[config.mk]
export PLATFORM = sky130hd
export DESIGN_NAME = mips_mc_control_flat
export DESIGN_NICKNAME = d
export VERILOG_FILES = /design/src/rtl/mips_mc_if.sv /design/src/rtl/mips_mc_control.sv /design/src/flat_wrapper.sv
export SDC_FILE = /design/constraint.sdc
export NUM_CORES = 1
export LEC_CHECK = 0
export ABC_AREA = 1
export CAP_MARGIN = 25
export CORE_MARGIN = 8
export CORE_UTILIZATION = 53
export CTS_CLUSTER_SIZE = 10
export DETAILED_ROUTE_END_ITERATION = 10
export GPL_TIMING_DRIVEN = 0
export MAX_ROUTING_LAYER = met4
export PLACE_DENSITY = 0.9
export SLEW_MARGIN = 25
export SYNTH_ARGS = -nofsm -noshare
export SYNTH_HDL_FRONTEND = slang
export SYNTH_SLANG_ARGS = --single-unit
[constraint.sdc]
create_clock -name clk -period 5.65 [get_ports clk]
set_input_delay 0.8475 -clock clk [delete_from_list [all_inputs] [get_ports clk]]
set_output_delay 0.8475 -clock clk [all_outputs]
set_load 0.02 [all_outputs]
[src/rtl/mips_mc_if.sv]
// Control boundary of the multicycle MIPS datapath: IR fields and flags in, datapath enables out.
// master = control FSM, slave = datapath side.
interface mips_mc_if #(
  parameter int CNT_W = 32
);
  logic [5:0]       opcode;
  logic [5:0]       funct;
  logic             zero;
  logic             mem_ready;
  logic             pc_en;
  logic             iord;
  logic             mem_write;
  logic             ir_write;
  logic             reg_dst;
  logic             mem_to_reg;
  logic             reg_write;
  logic             alu_src_a;
  logic [1:0]       alu_src_b;
  logic [1:0]       pc_src;
  logic [2:0]       alu_control;
  logic [3:0]       state;
  logic [CNT_W-1:0] instr_count;
  logic             illegal;

  modport master (
    input  opcode, funct, zero, mem_ready,
    output pc_en, iord, mem_write, ir_write, reg_dst, mem_to_reg, reg_write,
           alu_src_a, alu_src_b, pc_src, alu_control, state, instr_count, illegal
  );

  modport slave (
    output opcode, funct, zero, mem_ready,
    input  pc_en, iord, mem_write, ir_write, reg_dst, mem_to_reg, reg_write,
           alu_src_a, alu_src_b, pc_src, alu_control, state, instr_count, illegal
  );
endinterface

[src/rtl/mips_mc_control.sv]
// Moore control FSM for the multicycle MIPS datapath with memory wait states and a fetch counter.
// Optional MC_BNE_EN adds bne (shares the BRANCH state with beq).
module mips_mc_control #(
  parameter int CNT_W = 32
) (
  input  logic      clk,
  input  logic      reset,
  mips_mc_if.master bus
);

  typedef enum logic [3:0] {
    FETCH   = 4'd0,
    DECODE  = 4'd1,
    MEMADR  = 4'd2,
    MEMRD   = 4'd3,
    MEMWB   = 4'd4,
    MEMWR   = 4'd5,
    EXECUTE = 4'd6,
    ALUWB   = 4'd7,
    BRANCH  = 4'd8,
    ADDIEX  = 4'd9,
    ADDIWB  = 4'd10,
    JUMP    = 4'd11,
    HALT    = 4'd12
  } state_t;

  typedef struct packed {
    logic       iord;
    logic       mem_write;
    logic       reg_dst;
    logic       mem_to_reg;
    logic       reg_write;
    logic       alu_src_a;
    logic [1:0] alu_src_b;
    logic [1:0] pc_src;
    logic [2:0] alu_control;
  } ctl_t;

  localparam logic [5:0] OP_RTYPE = 6'b000000;
  localparam logic [5:0] OP_LW    = 6'b100011;
  localparam logic [5:0] OP_SW    = 6'b101011;
  localparam logic [5:0] OP_BEQ   = 6'b000100;
  localparam logic [5:0] OP_BNE   = 6'b000101;
  localparam logic [5:0] OP_ADDI  = 6'b001000;
  localparam logic [5:0] OP_J     = 6'b000010;

  localparam logic [2:0] ALU_ADD = 3'b010;
  localparam logic [2:0] ALU_SUB = 3'b110;
  localparam logic [2:0] ALU_AND = 3'b000;
  localparam logic [2:0] ALU_OR  = 3'b001;
  localparam logic [2:0] ALU_SLT = 3'b111;

  state_t           state_q;
  state_t           state_d;
  ctl_t             ctl_q;
  logic [CNT_W-1:0] count_q;
  logic             illegal_q;
  logic             br_take;

  function automatic logic funct_ok(input logic [5:0] fn);
    return (fn == 6'b100000) || (fn == 6'b100010) || (fn == 6'b100100) ||
           (fn == 6'b100101) || (fn == 6'b101010);
  endfunction

  function automatic logic [2:0] alu_op(input logic [5:0] fn);
    logic [2:0] op;
    case (fn)
      6'b100010: op = ALU_SUB;
      6'b100100: op = ALU_AND;
      6'b100101: op = ALU_OR;
      6'b101010: op = ALU_SLT;
      default:   op = ALU_ADD;
    endcase
    return op;
  endfunction

  function automatic state_t next_state(input state_t s, input logic [5:0] op,
                                        input logic [5:0] fn, input logic mr);
    state_t n;
    case (s)
      FETCH:   n = mr ? DECODE : FETCH;
      DECODE: begin
        case (op)
          OP_LW, OP_SW: n = MEMADR;
          OP_RTYPE:     n = funct_ok(fn) ? EXECUTE : HALT;
          OP_BEQ:       n = BRANCH;
`ifdef MC_BNE_EN
          OP_BNE:       n = BRANCH;
`endif
          OP_ADDI:      n = ADDIEX;
          OP_J:         n = JUMP;
          default:      n = HALT;
        endcase
      end
      MEMADR:  n = (op == OP_SW) ? MEMWR : MEMRD;
      MEMRD:   n = mr ? MEMWB : MEMRD;
      MEMWR:   n = mr ? FETCH : MEMWR;
      EXECUTE: n = ALUWB;
      ADDIEX:  n = ADDIWB;
      HALT:    n = HALT;
      default: n = FETCH;  // write-back states, BRANCH, JUMP and the unused codes 13..15
    endcase
    return n;
  endfunction

  function automatic ctl_t moore_ctl(input state_t s, input logic [5:0] fn);
    ctl_t c;
    c             = '0;
    c.alu_control = ALU_ADD;
    case (s)
      FETCH:   c.alu_src_b = 2'b01;
      DECODE:  c.alu_src_b = 2'b11;
      MEMADR: begin
        c.alu_src_a = 1'b1;
        c.alu_src_b = 2'b10;
      end
      MEMRD:   c.iord = 1'b1;
      MEMWB: begin
        c.reg_write  = 1'b1;
        c.mem_to_reg = 1'b1;
      end
      MEMWR: begin
        c.iord      = 1'b1;
        c.mem_write = 1'b1;
      end
      EXECUTE: begin
        c.alu_src_a   = 1'b1;
        c.alu_control = alu_op(fn);
      end
      ALUWB: begin
        c.reg_write = 1'b1;
        c.reg_dst   = 1'b1;
      end
      BRANCH: begin
        c.alu_src_a   = 1'b1;
        c.alu_control = ALU_SUB;
        c.pc_src      = 2'b01;
      end
      ADDIEX: begin
        c.alu_src_a = 1'b1;
        c.alu_src_b = 2'b10;
      end
      ADDIWB:  c.reg_write = 1'b1;
      JUMP:    c.pc_src = 2'b10;
      default: c.alu_src_b = 2'b00;
    endcase
    return c;
  endfunction

  assign state_d = next_state(state_q, bus.opcode, bus.funct, bus.mem_ready);

  // Outputs are decoded from the next state so they are registered yet line up with state_q.
  always_ff @(posedge clk or posedge reset) begin
    if (reset) begin
      state_q   <= FETCH;
      ctl_q     <= moore_ctl(FETCH, 6'b000000);
      count_q   <= '0;
      illegal_q <= 1'b0;
    end else begin
      state_q   <= state_d;
      ctl_q     <= moore_ctl(state_d, bus.funct);
      illegal_q <= illegal_q | (state_d == HALT);
      if (state_q == FETCH && bus.mem_ready) begin
        count_q <= count_q + {{(CNT_W-1){1'b0}}, 1'b1};
      end
    end
  end

`ifdef MC_BNE_EN
  assign br_take = (bus.opcode == OP_BNE) ? ~bus.zero : bus.zero;
`else
  assign br_take = bus.zero;
`endif

  // mem_ready and zero act combinationally; reset masks them so the reset decode is FETCH idle.
  assign bus.ir_write = ~reset & (state_q == FETCH) & bus.mem_ready;
  assign bus.pc_en    = ~reset & (((state_q == FETCH) & bus.mem_ready) |
                                  (state_q == JUMP) |
                                  ((state_q == BRANCH) & br_take));

  assign bus.iord        = ctl_q.iord;
  assign bus.mem_write   = ctl_q.mem_write;
  assign bus.reg_dst     = ctl_q.reg_dst;
  assign bus.mem_to_reg  = ctl_q.mem_to_reg;
  assign bus.reg_write   = ctl_q.reg_write;
  assign bus.alu_src_a   = ctl_q.alu_src_a;
  assign bus.alu_src_b   = ctl_q.alu_src_b;
  assign bus.pc_src      = ctl_q.pc_src;
  assign bus.alu_control = ctl_q.alu_control;
  assign bus.state       = state_q;
  assign bus.instr_count = count_q;
  assign bus.illegal     = illegal_q;

endmodule

[src/flat_wrapper.sv]
// flat-port wrapper written by rule: the top's interface ports become plain ports
module mips_mc_control_flat 
#(
  parameter int CNT_W = 32
)
  (clk, reset, bus_opcode, bus_funct, bus_zero, bus_mem_ready, bus_pc_en, bus_iord, bus_mem_write, bus_ir_write, bus_reg_dst, bus_mem_to_reg, bus_reg_write, bus_alu_src_a, bus_alu_src_b, bus_pc_src, bus_alu_control, bus_state, bus_instr_count, bus_illegal);
  mips_mc_if #(.CNT_W(CNT_W)) bus_i ();
  input  logic clk;
  input  logic reset;
  input wire logic [$bits(bus_i.opcode)-1:0] bus_opcode;
  input wire logic [$bits(bus_i.funct)-1:0] bus_funct;
  input wire logic [$bits(bus_i.zero)-1:0] bus_zero;
  input wire logic [$bits(bus_i.mem_ready)-1:0] bus_mem_ready;
  output wire logic [$bits(bus_i.pc_en)-1:0] bus_pc_en;
  output wire logic [$bits(bus_i.iord)-1:0] bus_iord;
  output wire logic [$bits(bus_i.mem_write)-1:0] bus_mem_write;
  output wire logic [$bits(bus_i.ir_write)-1:0] bus_ir_write;
  output wire logic [$bits(bus_i.reg_dst)-1:0] bus_reg_dst;
  output wire logic [$bits(bus_i.mem_to_reg)-1:0] bus_mem_to_reg;
  output wire logic [$bits(bus_i.reg_write)-1:0] bus_reg_write;
  output wire logic [$bits(bus_i.alu_src_a)-1:0] bus_alu_src_a;
  output wire logic [$bits(bus_i.alu_src_b)-1:0] bus_alu_src_b;
  output wire logic [$bits(bus_i.pc_src)-1:0] bus_pc_src;
  output wire logic [$bits(bus_i.alu_control)-1:0] bus_alu_control;
  output wire logic [$bits(bus_i.state)-1:0] bus_state;
  output wire logic [$bits(bus_i.instr_count)-1:0] bus_instr_count;
  output wire logic [$bits(bus_i.illegal)-1:0] bus_illegal;
  assign bus_i.opcode = bus_opcode;
  assign bus_i.funct = bus_funct;
  assign bus_i.zero = bus_zero;
  assign bus_i.mem_ready = bus_mem_ready;
  assign bus_pc_en = bus_i.pc_en;
  assign bus_iord = bus_i.iord;
  assign bus_mem_write = bus_i.mem_write;
  assign bus_ir_write = bus_i.ir_write;
  assign bus_reg_dst = bus_i.reg_dst;
  assign bus_mem_to_reg = bus_i.mem_to_reg;
  assign bus_reg_write = bus_i.reg_write;
  assign bus_alu_src_a = bus_i.alu_src_a;
  assign bus_alu_src_b = bus_i.alu_src_b;
  assign bus_pc_src = bus_i.pc_src;
  assign bus_alu_control = bus_i.alu_control;
  assign bus_state = bus_i.state;
  assign bus_instr_count = bus_i.instr_count;
  assign bus_illegal = bus_i.illegal;
  mips_mc_control #(.CNT_W(CNT_W)) u_core (.clk(clk), .reset(reset), .bus(bus_i));
endmodule
-- Word level (Yosys, flattened, before mapping)
Index checks and enable logic that the tools add are counted.
- register bits after elaboration: 50
- input bits: 16
- output and inout port bits: 52
- word-level logic and storage cells: 83
- add/subtract/negate cells: 1
- eq/ne operators: 31
- muxes and demuxes: 17
- bitwise operators: 9
- reductions and logical operators: 13
- operators by type and width (kind ; number):
    $eq 6x6->1 const B ; 7
    $eq 4x4->1 const B ; 9
    $add 32x1->32 const B ; 1
    $pmux 4 s8 ; 1
    $eq 4x3->1 const B ; 6
    $pmux 4 s5 ; 1
    $eq 4x2->1 const B ; 4
    $pmux 3 s4 ; 1
    $mux 3 ; 3
    $eq 4x1->1 const B ; 2
    $logic_not 4->1 ; 2
    $mux 1 ; 7
    $eq 6x2->1 const B ; 1
    $eq 6x3->1 const B ; 1
    $eq 6x4->1 const B ; 1
    $logic_not 6->1 ; 1
    $pmux 2 s3 ; 1
    $pmux 3 s2 ; 1
    $reduce_or 2->1 ; 3
    $and 1x1->1 ; 5
    $logic_or 1x1->1 ; 4
    $mux 4 ; 1
    $pmux 2 s2 ; 1
    $reduce_or 4->1 ; 1
    other kinds (4) ; 6

-- Depth between registers and ports, before layout
- word-level depth: 11
- depth in mapped cells: 13
- depth with buffers taken out: 13

-- Worst setup path after synthesis
Ideal clock, no wire load.
- path type: input port to output port
- start point: in reset
- end point: out bus_pc_en
- arrival: 2.505 ns
- data required time: 4.803 ns
- setup slack: 2.298 ns
- stages: 3
- buffers on the path: 0
- cells stage by stage: inv_1 o211ai_1 o22ai_1
- longest elaborated chain between the ends: 2
- RTL lines (element ; line ; text):
    from (decl) ; flat_wrapper.sv:9 ; input logic reset;
    $not 1->1 ; mips_mc_control.sv:177 ; assign bus.pc_en = ~reset & (((state_q == FETCH) & bus.mem_ready) |
    $and 1x1->1 ; mips_mc_control.sv:177 ;
    to (decl) ; flat_wrapper.sv:14 ; output wire logic [$bits(bus_i.pc_en)-1:0] bus_pc_en;
No other way between the ends.

-- Final worst setup path
Same ends and word-level chain as after synthesis.

==> results.cfg <==
[outcome]
status = finished clean

[floorplan]
io_pins = 68
die_height_um = 86.9
fp.dieW_um = 86.9
initial_core_util = 0.556
coreArea_um2 = 4790
dieArea_um2 = 7540
rows = 25

[cts]
ctsResizeCount = 0
cts_tree = done
clk_latency_ps = 300
postCtsHoldBufs = 0
htree_levels = 2
clockRootBuffer = clkbuf_8
cts_setup_buffers = 0
path_clk_slew_ps = 80
cts.path.max_buffers = 2
cts_sinks = 50
cts_made_buffers = 5

[timing]
min_period_over_period = 0.618
final.setup.tns_ps = 0
slew_headroom = 0.648
worst_clock_skew_ps = 5.16
setup_viol = 0
max_freq_mhz = 286
hold_viol_final = 0
tightest_slew_ps = 527
rsz0062_at_grt = no
layout_min_cycle_time_ps = 3490
slew_violations = 0

[synth]
synth_top_family_by_area = simple AND/OR/NAND/NOR gates
synth.distinct_cells = 31
synthCells = 319
yosysWarnings = 0
yosys_register_bits = 50
yosys.area_share.simple = 0.325
syn_area_um2 = 2660
synth_xor_area_frac = 0.102
synth_adder_area_share = 0.00470
synth_top_area_frac = 0.451
yosysTopAreaCell = dfrtp_1
synth_area_per_cell_um2 = 8.34
seq_area_frac_synth = 0.471
synth.area.mux_share = 0
synth_compound_area_frac = 0.0212
yosys-top-cells-area = dfrtp_1, nand2_1, inv_1
syn-num-nets = 336

[worst_setup_path]
worstPathArrival_ps = 2650
worstPathRequired_ps = 4800
r2r_end = u_core.bus.instr_count[31]
path_class = input pin to primary output
path_max_fanout = 25
r2r_start = u_core.bus.state[3]
reg2reg_slack_ps = 3820
endpoint_kind = primary output
ff2ff_path_depth = 8
critPathLaunchType = input pin

[final_layout]
instances_no_fill = 462
postLayoutCoreUtil = 0.740
area_delta_synth_final_pct = 33.1
diodes = 0
finalNetCount = 411
largest_reg_flops = 32
n_fill_cell = 368
drive_gt1_frac = 0.0810

[min_path]
min_to = u_core.bus.instr_count[31]
hold_start = u_core.bus.instr_count[31]
hp-class = flop to flop
whs_path_depth = 1

[grt]
grt_max_degree = 28
antenna_found_initial = 0
grt_pass1_vias = 2377
track_usage = 0.184
top_usage_layer = met2
grt_pass1_wl_um = 10600
grt-ovfl-total = 0
use_met2 = 0.328
met3_usage = 0.0349
use_met1 = 0.183

[place]
dp_hpwl_um = 5220
gp_congestion = 0.921
dp.cells = 454
io_buffers = 67

[job]
cap_violations = 0

[route]
drcViolationCount = 0
ant_nets = 0
wirelength_um = 6350
first_pass_iters = 4
routed-via-count = 2335
drtIter0Drc = 66
wl_per_cell_um = 13.7
viasPerCell = 5.05

[pwr]
ir_drop_v = 0.000226
powerDensity_nw_per_um2 = 312
p_leak_nw = 1.77
p_total_mw = 1.10
==> where the power goes <==
group | internal, mW | switching (mW)
combinational | 0.162 | 0.248
sequential | 0.408 | 0.0443
clock | 0.132 | 0.110
total | 0.702 | 0.402
==> metal layers <==
layer	vias to the layer above	wire [µm]	share of wire
met4	0	254	0.040
li1	1154	-	-
met5	-	0	0
met3	22	304	0.048
met2	69	3340	0.53
met1	1090	2450	0.39
==> cell usage after synthesis <==
library cell and n:
dfstp_2 2, o211ai_1 1, nand3_2 3, nand2_4 1, nand3_1 26, and2_1 1, nor2_8 1, o22ai_1 1
buf_6 1, ha_1 1, nor2_1 46, a21o_1 1, nand3b_1 3, nor2_2 7, o21ai_1 2, nor3_1 5
nand2_1 58, a21boi_0 1, nand2_2 3, a21oi_1 2, xor2_1 15, xnor2_1 16, a22oi_1 1, nor3_4 1
nor2_4 3, inv_1 51, nor3_2 1, or2_2 1, dfrtp_1 48, nor4_1 2, nand4_1 14
==> placed cells by master (no fill, tap or decap), types with 2 or more instances in the layout <==
cell type	instances
nand3_1	26
dfstp_2	2
nand2_1	58
nor2_4	3
clkbuf_1	2
nor4_1	2
nand3_2	3
nand2_2	3
nor3_1	5
xor2_1	15
nor2_2	7
a21oi_1	2
inv_1	50
xnor2_1	16
o21ai_1	2
clkbuf_8	5
nand4_1	14
dfrtp_1	48
clkdlybuf4s50_1	67
nor2_1	46
nand3b_1	3
==> worst max path at each step <==
stage | startpoint | end | cells after the start
detailed placement | reset | bus_pc_en | 5
finish | reset | bus_pc_en | 5
CTS | reset | bus_pc_en | 5
floorplan | reset | bus_pc_en | 3
global route | reset | bus_pc_en | 5
global placement | reset | bus_pc_en | 5
==> kinds of logic after synthesis <==
group,after synthesis
simple gates,176
buf+inv,52
flops,50
xor+xnor,31
compound gates,9
fa+ha+maj,1
==> stage by stage <==
step                area, µm²  setup slack (ps)  hold slack, ps
floorplan                2660              2300             565
global placement         3420              1120             462
detailed placement       3440              2130             466
CTS                      3540              2130             481
global route             3540              1960             507
finish                   3540              2160             475
==> critical path, stage by stage <==
cell and delay (ps):
clkdlybuf4s50_1 450, inv_2 420, o211ai_1 170, o22ai_1 130, clkdlybuf4s50_1 630
==> area by class of cell <==
type | count | area [µm²] | area share
well taps | 67 | 83.8 | 0.0237
inverters | 51 | 191 | 0.0540
multi-input cells | 217 | 1200 | 0.340
clock buffers | 7 | 76.3 | 0.0215
clock inverters | 1 | 30.0 | 0.00848
repair buffers | 68 | 691 | 0.195
flip-flops and latches | 50 | 1250 | 0.354
plain buffers | 1 | 11.3 | 0.00318
No activity file was read; power rests on OpenSTA's default activity.
